==> src/rtl/gate_sweep_ctrl.sv <==
// Exhaustive truth-table sweep of a small combinational gate: drives every
// stimulus vector, waits to settle, compares against a latched expectation.
module gate_sweep_ctrl #(
    parameter int N_IN          = 2,
    parameter int SETTLE_CYCLES = 2
) (
    input  logic                 clk,
    input  logic                 rst,
    input  logic                 start,
    input  logic                 abort,
    input  logic [2**N_IN-1:0]   exp_table,
    input  logic                 gate_y,
    output logic [N_IN-1:0]      gate_in,
    output logic                 busy,
    output logic                 done,
    output logic                 pass,
    output logic [N_IN:0]        err_count,
    output logic [N_IN-1:0]      fail_idx
);

    typedef enum logic [1:0] {
        IDLE,
        SETTLE,
        CHECK,
        DONE
    } state_t;

    localparam logic [3:0]      SETTLE_LAST = 4'(SETTLE_CYCLES - 1);
    localparam logic [N_IN:0]   ERR_ONE     = (N_IN+1)'(1);
    localparam logic [N_IN-1:0] GIN_ONE     = N_IN'(1);

    state_t              r_state;
    state_t              w_next;
    logic [3:0]          r_cnt;
    logic [2**N_IN-1:0]  r_exp;
    logic [N_IN-1:0]     r_gate_in;
    logic [N_IN:0]       r_err;
    logic [N_IN-1:0]     r_fail;
    logic                r_pass;
    logic                w_mismatch;
    logic                w_last_vec;
    logic                w_settled;

    assign w_mismatch = (gate_y != r_exp[r_gate_in]);
    assign w_last_vec = (r_gate_in == '1);
    assign w_settled  = (r_cnt == SETTLE_LAST);

    always_comb begin
        w_next = r_state;
        case (r_state)
            IDLE:    if (start) w_next = SETTLE;
            SETTLE: begin
                if (abort)          w_next = IDLE;
                else if (w_settled) w_next = CHECK;
            end
            CHECK: begin
                if (abort)           w_next = IDLE;
                else if (w_last_vec) w_next = DONE;
                else                 w_next = SETTLE;
            end
            DONE:    w_next = IDLE;
            default: w_next = IDLE;
        endcase
    end

    always_ff @(posedge clk) begin
        if (rst) r_state <= IDLE;
        else     r_state <= w_next;
    end

    always_ff @(posedge clk) begin
        if (rst) begin
            r_cnt     <= '0;
            r_exp     <= '0;
            r_gate_in <= '0;
            r_err     <= '0;
            r_fail    <= '0;
            r_pass    <= 1'b0;
        end else begin
            case (r_state)
                IDLE: begin
                    if (start) begin
                        r_exp     <= exp_table;
                        r_gate_in <= '0;
                        r_err     <= '0;
                        r_fail    <= '0;
                        r_pass    <= 1'b0;
                        r_cnt     <= '0;
                    end
                end
                SETTLE: begin
                    if (abort)           r_pass <= 1'b0;
                    else if (!w_settled) r_cnt  <= r_cnt + 4'd1;
                end
                CHECK: begin
                    if (abort) begin
                        r_pass <= 1'b0;
                    end else begin
                        if (w_mismatch) begin
                            r_err <= r_err + ERR_ONE;
                            if (r_err == '0) r_fail <= r_gate_in;
                        end
                        // pass must include this final comparison, so use the pre-update count
                        if (w_last_vec) begin
                            r_pass <= (r_err == '0) && !w_mismatch;
                        end else begin
                            r_gate_in <= r_gate_in + GIN_ONE;
                            r_cnt     <= '0;
                        end
                    end
                end
                default: ;
            endcase
        end
    end

    assign gate_in   = r_gate_in;
    assign busy      = (r_state == SETTLE) || (r_state == CHECK);
    assign done      = (r_state == DONE);
    assign pass      = r_pass;
    assign err_count = r_err;
    assign fail_idx  = r_fail;

endmodule

==> config.mk <==
export PLATFORM = sky130hd
export DESIGN_NAME = gate_sweep_ctrl
export DESIGN_NICKNAME = d
export VERILOG_FILES = /design/src/rtl/gate_sweep_ctrl.sv
export SDC_FILE = /design/constraint.sdc
export NUM_CORES = 1
export LEC_CHECK = 0
export ABC_AREA = 1
export BUFFER_PORTS_ARGS = -buffer_cell sky130_fd_sc_hd__buf_2
export CAP_MARGIN = 10
export CORE_MARGIN = 2
export CORE_UTILIZATION = 58
export CTS_CLUSTER_SIZE = 25
export DETAILED_ROUTE_END_ITERATION = 8
export PLACE_DENSITY_LB_ADDON = 0.2
export SYNTH_ARGS = -nofsm -noshare
export SYNTH_HDL_FRONTEND = slang
export SYNTH_SLANG_ARGS = --single-unit
==> constraint.sdc <==
create_clock -name clk -period 2.79 [get_ports clk]
set_input_delay 0.558 -clock clk [delete_from_list [all_inputs] [get_ports clk]]
set_output_delay 0.558 -clock clk [all_outputs]
set_load 0.1 [all_outputs]
**Word level (Yosys, flattened, before mapping)**

Cells that the tools add are included.

- Register bits after elaboration: 18
- Output and inout bits: 10

- Add/sub/neg operators: 3
- Mux-type cells: 31
- $lt $le $gt $ge: 1
- Reductions and logical operators: 14
- Equal/unequal tests: 16

Operators with widths:

| cell | number |
|---|---|
| 2-bit 2-to-1 mux | 11 |
| 4-bit 2-to-1 mux | 5 |
| 2-bit != test (second input constant) | 8 |
| 4-bit case mux with 3 select lines | 1 |
| 4-bit AND reduction | 3 |
| 3-bit 2-to-1 mux | 3 |
| 2-bit case mux with 2 select lines | 2 |
| 2-bit case mux with 4 select lines | 1 |
| 2-bit equality test (second input constant) | 3 |
| 3-bit != test (second input constant) | 2 |
| 3-bit case mux with 2 select lines | 1 |
| 6-bit AND reduction | 1 |
| 1-bit 2-to-1 mux | 5 |
| 5-bit AND reduction | 1 |
| 4-bit by 1-bit adder with 4-bit output (second input constant) | 1 |
| 4-bit by 1-bit equality test with 1-bit output (second input constant) | 1 |
| 2-bit AND reduction | 2 |
| 3-bit by 1-bit adder with 3-bit output (second input constant) | 1 |
| 3-bit logical NOT | 1 |
| 2-bit by 3-bit less-than comparator with 1-bit output (second input constant) | 1 |
| 1-bit case mux with 3 select lines | 1 |
| 3-bit nonzero test | 1 |
| 2-bit by 1-bit adder with 2-bit output (second input constant) | 1 |
| 1-bit binary-select mux with 2-bit select | 1 |
| other kinds (7) | 7 |

**Longest topological paths before layout**

Gate-level depths: netlist of run 1.

- Word-level depth: 8
- Gate-level depth with buffers: 12
- Depth with buffers taken out: 11

**Worst setup path after synthesis of run 1**

OpenSTA, ideal clock, no wires.

- Path kind: flip-flop to flip-flop
- From: register r_gate_in[0], in the netlist gate_in[0]
- To: register r_cnt[3]
- Setup slack: 0.713 ns
- Stages on the path, launching flop included: 10
- Buffers on the path: 0
- Clock period less this slack: 2.077 ns
- Arrival: 1.962 ns
- Data required time: 2.676 ns
- Setup time: 0.114 ns
- Path through: dfxtp_1 > ha_1 > nand2_1 > inv_1 > nor3_4 > nand2_2 > inv_2 > nand2_1 > xor2_1 > nor2_1

- Word-level cells in the longest chain between the ends: 3

RTL lines:

| item | line | RTL |
|---|---|---|
| start: declaration | 36 | `logic [N_IN-1:0] r_gate_in;` |
| start signal: assignment | 107 | `r_gate_in <= r_gate_in + GIN_ONE;` |
| 2-bit equality test | 45 | `assign w_last_vec = (r_gate_in == '1);` |
| 2-bit != test (no source line) | -- |  |
| 6-bit AND reduction (no source line) | -- |  |
| end signal: assignment | 93 | `else if (!w_settled) r_cnt <= r_cnt + 4'd1;` |
| end: declaration | 34 | `logic [3:0] r_cnt;` |

No other way between the ends.
A chain may end at the register's enable or synchronous reset.

**Worst setup path after layout of run 1**

- From: register r_state[1]
- To: output port done

- Word-level cells in the longest chain between the ends: 1

RTL lines:

| item | line | RTL |
|---|---|---|
| start: declaration | 32 | `state_t r_state;` |
| start signal: assignment | 68 | `else r_state <= w_next;` |
| 2-bit equality test | 119 | `assign done = (r_state == DONE);` |
| end: declaration | 15 | `output logic done,` |

No other way between the ends.

==> summary.txt, run 1 <==
status - complete, no violations
most frequent cell after synthesis - nand2_1
half-perimeter wire length after placement - 1690 µm
Crit. End Element - output port
CTS tree - built
P_sw - 0.377 mW
synthesized netlist cell count - 152
Sequential Power Share - 0.392
Resized cells post-CTS - 0
CP Class - register to output port
Worst Hold Class - register to register
Combinational Power Share - 0.445
Rel. slew slack - 0.678
Yosys reg bits - 18
commonest cells in the synthesized netlist - nand2_1 (28), dfxtp_1 (18), nor2_1 (18)
Net Count, Synth - 170
worst-path fanout max - 4
setup TNS - 0 ns
main combinational cell family by area after synthesis - simple AND/OR/NAND/NOR gates
Worst Tran Pin Value - 0.487 ns
Avg Synthesized Cell Area - 7.05 µm²
LEAKAGE - 0.580 nW
Sw Ratio - 0.469
Min Clock Period, post-route - 2.03 ns
CP Data Required Time - 2.23 ns
Synth area leader - dfxtp_1
Final period util - 0.728
Die Area - 2210 µm²
Post-synth EDFFs - 0
crit start category - register
core footprint - 1730 µm²
Die Span X - 47.0 µm
vias per inst - 5.11
Synth Area in Simple Gates - 0.313
Worst-Skew Late Latency - 0.30 ns
drt wl/cell - 10.8 µm
hold-fix buffers at CTS - 0
Pwr Total - 0.804 mW
initial antenna violation count - 0
Post-Synth XOR/XNOR Area - 0.00818
grt total ovfl - 0
Clock Sinks - 18
global-route wire length before repair - 3620 µm
post-synthesis sequential area ratio - 0.336
RSZ-0062 raised after global routing - no
Die H - 47.0 µm
arrival time worst endpoint - 1.47 ns
share of cells above drive strength 1 - 0.222
Syn. warnings - 0
Placed Area - 1180 µm²
# port buffers - 18
Synth area leaders - dfxtp_1 (34%), ha_1 (11%), nand2_1 (9.8%)
Pwr Density - 670 nW/µm²
Adder-Cell Fraction of Synth Area - 0.105
GRT Overall Usage - 0.236
Worst-path clk slew - 0.10 ns
GP Congestion - 0.825
number of CTS-inserted buffers - 3
number of global-route vias before repair - 920
reg2reg setup slack - 1.03 ns
antenna-violating nets left - 0
Fmax - 0.492 GHz
Synth cell types - 24
Residual DRC - 0
initial DRC count - 8
row cnt - 15
largest net degree at the start of global routing - 12
max cap viols - 0
CTS max path bufs - 2
first-pass detailed-route iteration total - 4
internal power - 0.427 mW
Post-synth top flop - dfxtp_1
design area - 1200 µm²
ys async rst share - 0
mux share of post-synthesis cell area - 0
Clk pwr share - 0.163
clock root cell - clkbuf_4
post-synthesis compound-gate area fraction - 0.141
Via Count - 1001
Ports - 19
top-area cell type share of the netlist area - 0.336
Netlist Area Pre-Place - 1070 µm²
hold slack - 0.486 ns
Hold Vio Cnt, Final - 0
Pins Over Slew Limit - 0
WL final - 2120 µm
Clock Skews - 0.00313 ns
nets@finish - 191
ANT cells - 0
Peak supply drop - 0.372 mV
initial core utilization - 0.620
Final setup viols - 0
Layout area overhead - 12.0%
Post-CTS Setup Repair Bufs - 0
H-tree levels - 1
[cells by family (layout without fill, tap and decap cells)]
logic type / Yosys count / after routing
AOI/OAI and AO/OA: 26 / 26
xor gates and xnor gates: 1 / 1
and+or+nand+nor: 73 / 73
adders and majority gates: 9 / 9
DFF: 18 / 18
buffers and inverters: 25 / 44
[area by class of cell]
| type | count | area (µm²) |
|---|---|---|
| multi-input cells | 109 | 608 |
| repair buffers | 18 | 90.1 |
| clock buffers | 3 | 22.5 |
| flip-flops and latches | 18 | 360 |
| well taps | 25 | 31.3 |
| fillers | 169 | 527 |
| inverters | 23 | 87.6 |
[registers in the layout (all words and copies together), names as in the netlist]
| name | cells |
|---|---|
| r_cnt | 4 |
| r_exp | 4 |
| err_count | 3 |
| fail_idx | 2 |
| gate_in | 2 |
| r_state | 2 |
| pass | 1 |
[worst paths after layout]
kind | depth (start not counted) | end | from
hold / removal | 2 | pass | pass
hold reg to reg | 2 | pass | pass
setup reg to reg | 11 | fail_idx[1] | r_state[0]
setup / recovery | 2 | done | r_state[1]
[worst max-delay path, stage by stage, from the launching register on]
cell	delay (ns)
dfxtp_1	0.40
ha_1	0.30
buf_2	0.47
[power by group through the flow]
| stage | Clock, mW | Combinational, mW | Sequential [mW] |
|---|---|---|---|
| CTS | 0.133 | 0.358 | 0.315 |
| detailed placement | 0 | 0.358 | 0.321 |
| floorplan | 0 | 0.185 | 0.432 |
| finish | 0.131 | 0.357 | 0.315 |
| global route | 0.143 | 0.392 | 0.321 |
| global placement | 0 | 0.348 | 0.319 |
[per-layer routing]
layer	part of all wire	GRT usage	wire (µm)
met2	0.49	0.405	1030
met5	0	0	0
met3	0.033	0.0462	70
met1	0.46	0.288	979
met4	0.020	0.100	42
[stage by stage]
step	setup WS, ns	utilization	std cells
3_3_place_gp	1.09	0.682	193
5_1_grt	0.713	0.695	196
6_report	0.759	0.695	196
2_1_floorplan	0.713	-	152
3_5_place_dp	1.02	0.682	193
4_1_cts	0.779	0.695	196
[layout by cell type, fill, tap and decap left out]
master,n
nor2_2,1
clkinv_1,1
ha_1,9
nand3_1,12
a21oi_4,1
nand2b_1,1
nor2_1,18
clkbuf_4,3
inv_2,5
dfxtp_1,18
o21ai_0,8
o21ai_1,1
inv_1,16
a21oi_1,12
a211oi_1,4
nor4_1,1
xor2_1,1
clkinv_2,1
nand3b_1,1
nor3_1,2
buf_2,18
nor3_4,1
nand2_2,8
nand2_1,28
Note: power is estimated with default switching activity, not from simulation.
==> inputs of run 2 (changes only) <==
--- a/config.mk
+++ b/config.mk
@@ -9,7 +9,7 @@
 export BUFFER_PORTS_ARGS = -buffer_cell sky130_fd_sc_hd__buf_2
 export CAP_MARGIN = 10
 export CORE_MARGIN = 2
-export CORE_UTILIZATION = 58
+export CORE_UTILIZATION = 49
 export CTS_CLUSTER_SIZE = 25
 export DETAILED_ROUTE_END_ITERATION = 8
 export PLACE_DENSITY_LB_ADDON = 0.2
==> constraint.sdc (replaced) <==
create_clock -name clk -period 1.74 [get_ports clk]
set_input_delay 0.348 -clock clk [delete_from_list [all_inputs] [get_ports clk]]
set_output_delay 0.348 -clock clk [all_outputs]
set_load 0.1 [all_outputs]
==> run 2 against run 1 <==
Setup slack worse by 0.65 ns. Register-to-register slack worse by 0.90 ns. Global-route usage decreased by 3.4 points. Wire length up 4.4%. Hold slack got worse by 0.20 ns. Power is 71% higher. Largest power group unchanged. Utilization shrank 5.9 points. Critical endpoint is now busy. Count of clock-buffer cells in the layout is 1 higher.
==> summary.txt, run 2 (synthesis results as in run 1) <==
ANT cells - 0
row cnt - 16
Placed Area - 1220 µm²
vias per inst - 5.02
Die H - 50.8 µm
Clock Sinks - 18
antenna-violating nets left - 0
crit start category - register
status - complete, no violations
design area - 1270 µm²
core footprint - 2000 µm²
Residual DRC - 0
drt wl/cell - 11.0 µm
CP Class - register to output port
initial DRC count - 11
nets@finish - 193
number of CTS-inserted buffers - 3
Worst-Skew Late Latency - 0.30 ns
fin util - 0.636
Worst-path clk slew - 0.11 ns
RSZ-0062 raised after global routing - no
initial antenna violation count - 0
flip-flop and latch area - 367 µm²
Die Span X - 50.8 µm
Fmax - 0.611 GHz
max cap viols - 0
Crit. End Element - output port
Worst Hold Class - input pin to register
largest net degree at the start of global routing - 11
Final setup viols - 0
crit path buf inv count - 2
H-tree levels - 1
Fill cells - 196
Clock Skews - 0.00368 ns
GRT Overall Usage - 0.203
crit path cell chain - inv_1 -> ha_2 -> buf_12
Die Area - 2580 µm²
global-route wire length before repair - 3960 µm
Worst Tran Pin Value - 0.491 ns
Ports - 19
slowest CP cell - dfxtp_1
Layout area overhead - 18.9%
multi-input logic area - 627 µm²
initial core utilization - 0.535
Final period util - 0.940
Pwr Density - 1080 nW/µm²
setup ws final - 0.104 ns
# port buffers - 18
Pins Over Slew Limit - 0
CTS tree - built
CP Data Required Time - 1.39 ns
worst-path fanout max - 3
Rel. slew slack - 0.675
hold slack - 0.287 ns
Resized cells post-CTS - 1
clock root cell - clkbuf_4
first-pass detailed-route iteration total - 4
critical path's largest stage delay - 0.38 ns
DP Worst Slack - 0.0755 ns
arrival time worst endpoint - 1.29 ns
grt total ovfl - 0
hold-fix buffers at CTS - 0
setup TNS - 0 ns
Min Clock Period, post-route - 1.64 ns
half-perimeter wire length after placement - 1740 µm
share of cells above drive strength 1 - 0.287
Top delay family on crit path - flip-flops
Peak supply drop - 0.743 mV
GP Congestion - 0.833
Hold Vio Cnt, Final - 0
WL final - 2220 µm
LEAKAGE - 0.603 nW
number of global-route vias before repair - 940
CTS max path bufs - 2
Post-CTS Setup Repair Bufs - 0
leading cell type in the layout, fill and taps excluded - nand2_1
Via Count - 1010
most frequent cells in the layout - nand2_1 (28), nor2_1 (18), inv_1 (16), buf_2 (16), dfxtp_1 (13)
[run 2: worst reg2reg max path, delay by kind of cell, from the launching register on]
kind | cells | cell delay (ns)
and+or+nand+nor | 5 | 0.49
DFF | 1 | 0.38
buffers and inverters | 3 | 0.25
adders and majority gates | 1 | 0.24
xor gates and xnor gates | 1 | 0.14
[run 2: per-stage QoR]
stage          total power [mW]  std cells
2_1_floorplan             0.993        152
3_3_place_gp               1.09        197
3_5_place_dp               1.11        197
4_1_cts                    1.37        201
5_1_grt                    1.47        201
6_report                   1.37        201
[run 2: final timing paths]
check / start / endpoint / slack (ns) / cells past startpoint
worst min register to register: pass / pass / 0.48 / 2
worst max-delay path: r_state[0] / busy / 0.10 / 3
worst min-delay path: exp_table[2] / r_exp[2] / 0.29 / 3
worst max register to register: r_state[0] / r_cnt[3] / 0.13 / 10
[run 2: cell type report]
class                   count  share of cell area
repair buffers             20              0.0963
clock buffers               4              0.0285
flip-flops and latches     18               0.288
multi-input cells         109               0.492
well taps                  27              0.0265
inverters                  23              0.0688
[run 2: where the power goes]
part	switching [mW]	total, mW	internal, mW	leakage [nW]
logic	0.438	0.601	0.163	0.432
registers	0.0409	0.507	0.466	0.150
clock network	0.140	0.267	0.128	0.0210
[run 2: layer usage]
layer  up-vias  part of all wire  track usage  wire [µm]
li1        531                 -            -          -
met1       459              0.47        0.259       1040
met2        15              0.48        0.338       1060
met3         5             0.032       0.0357         71
met4         0             0.018       0.0811         40
met5         -                 0            0          0
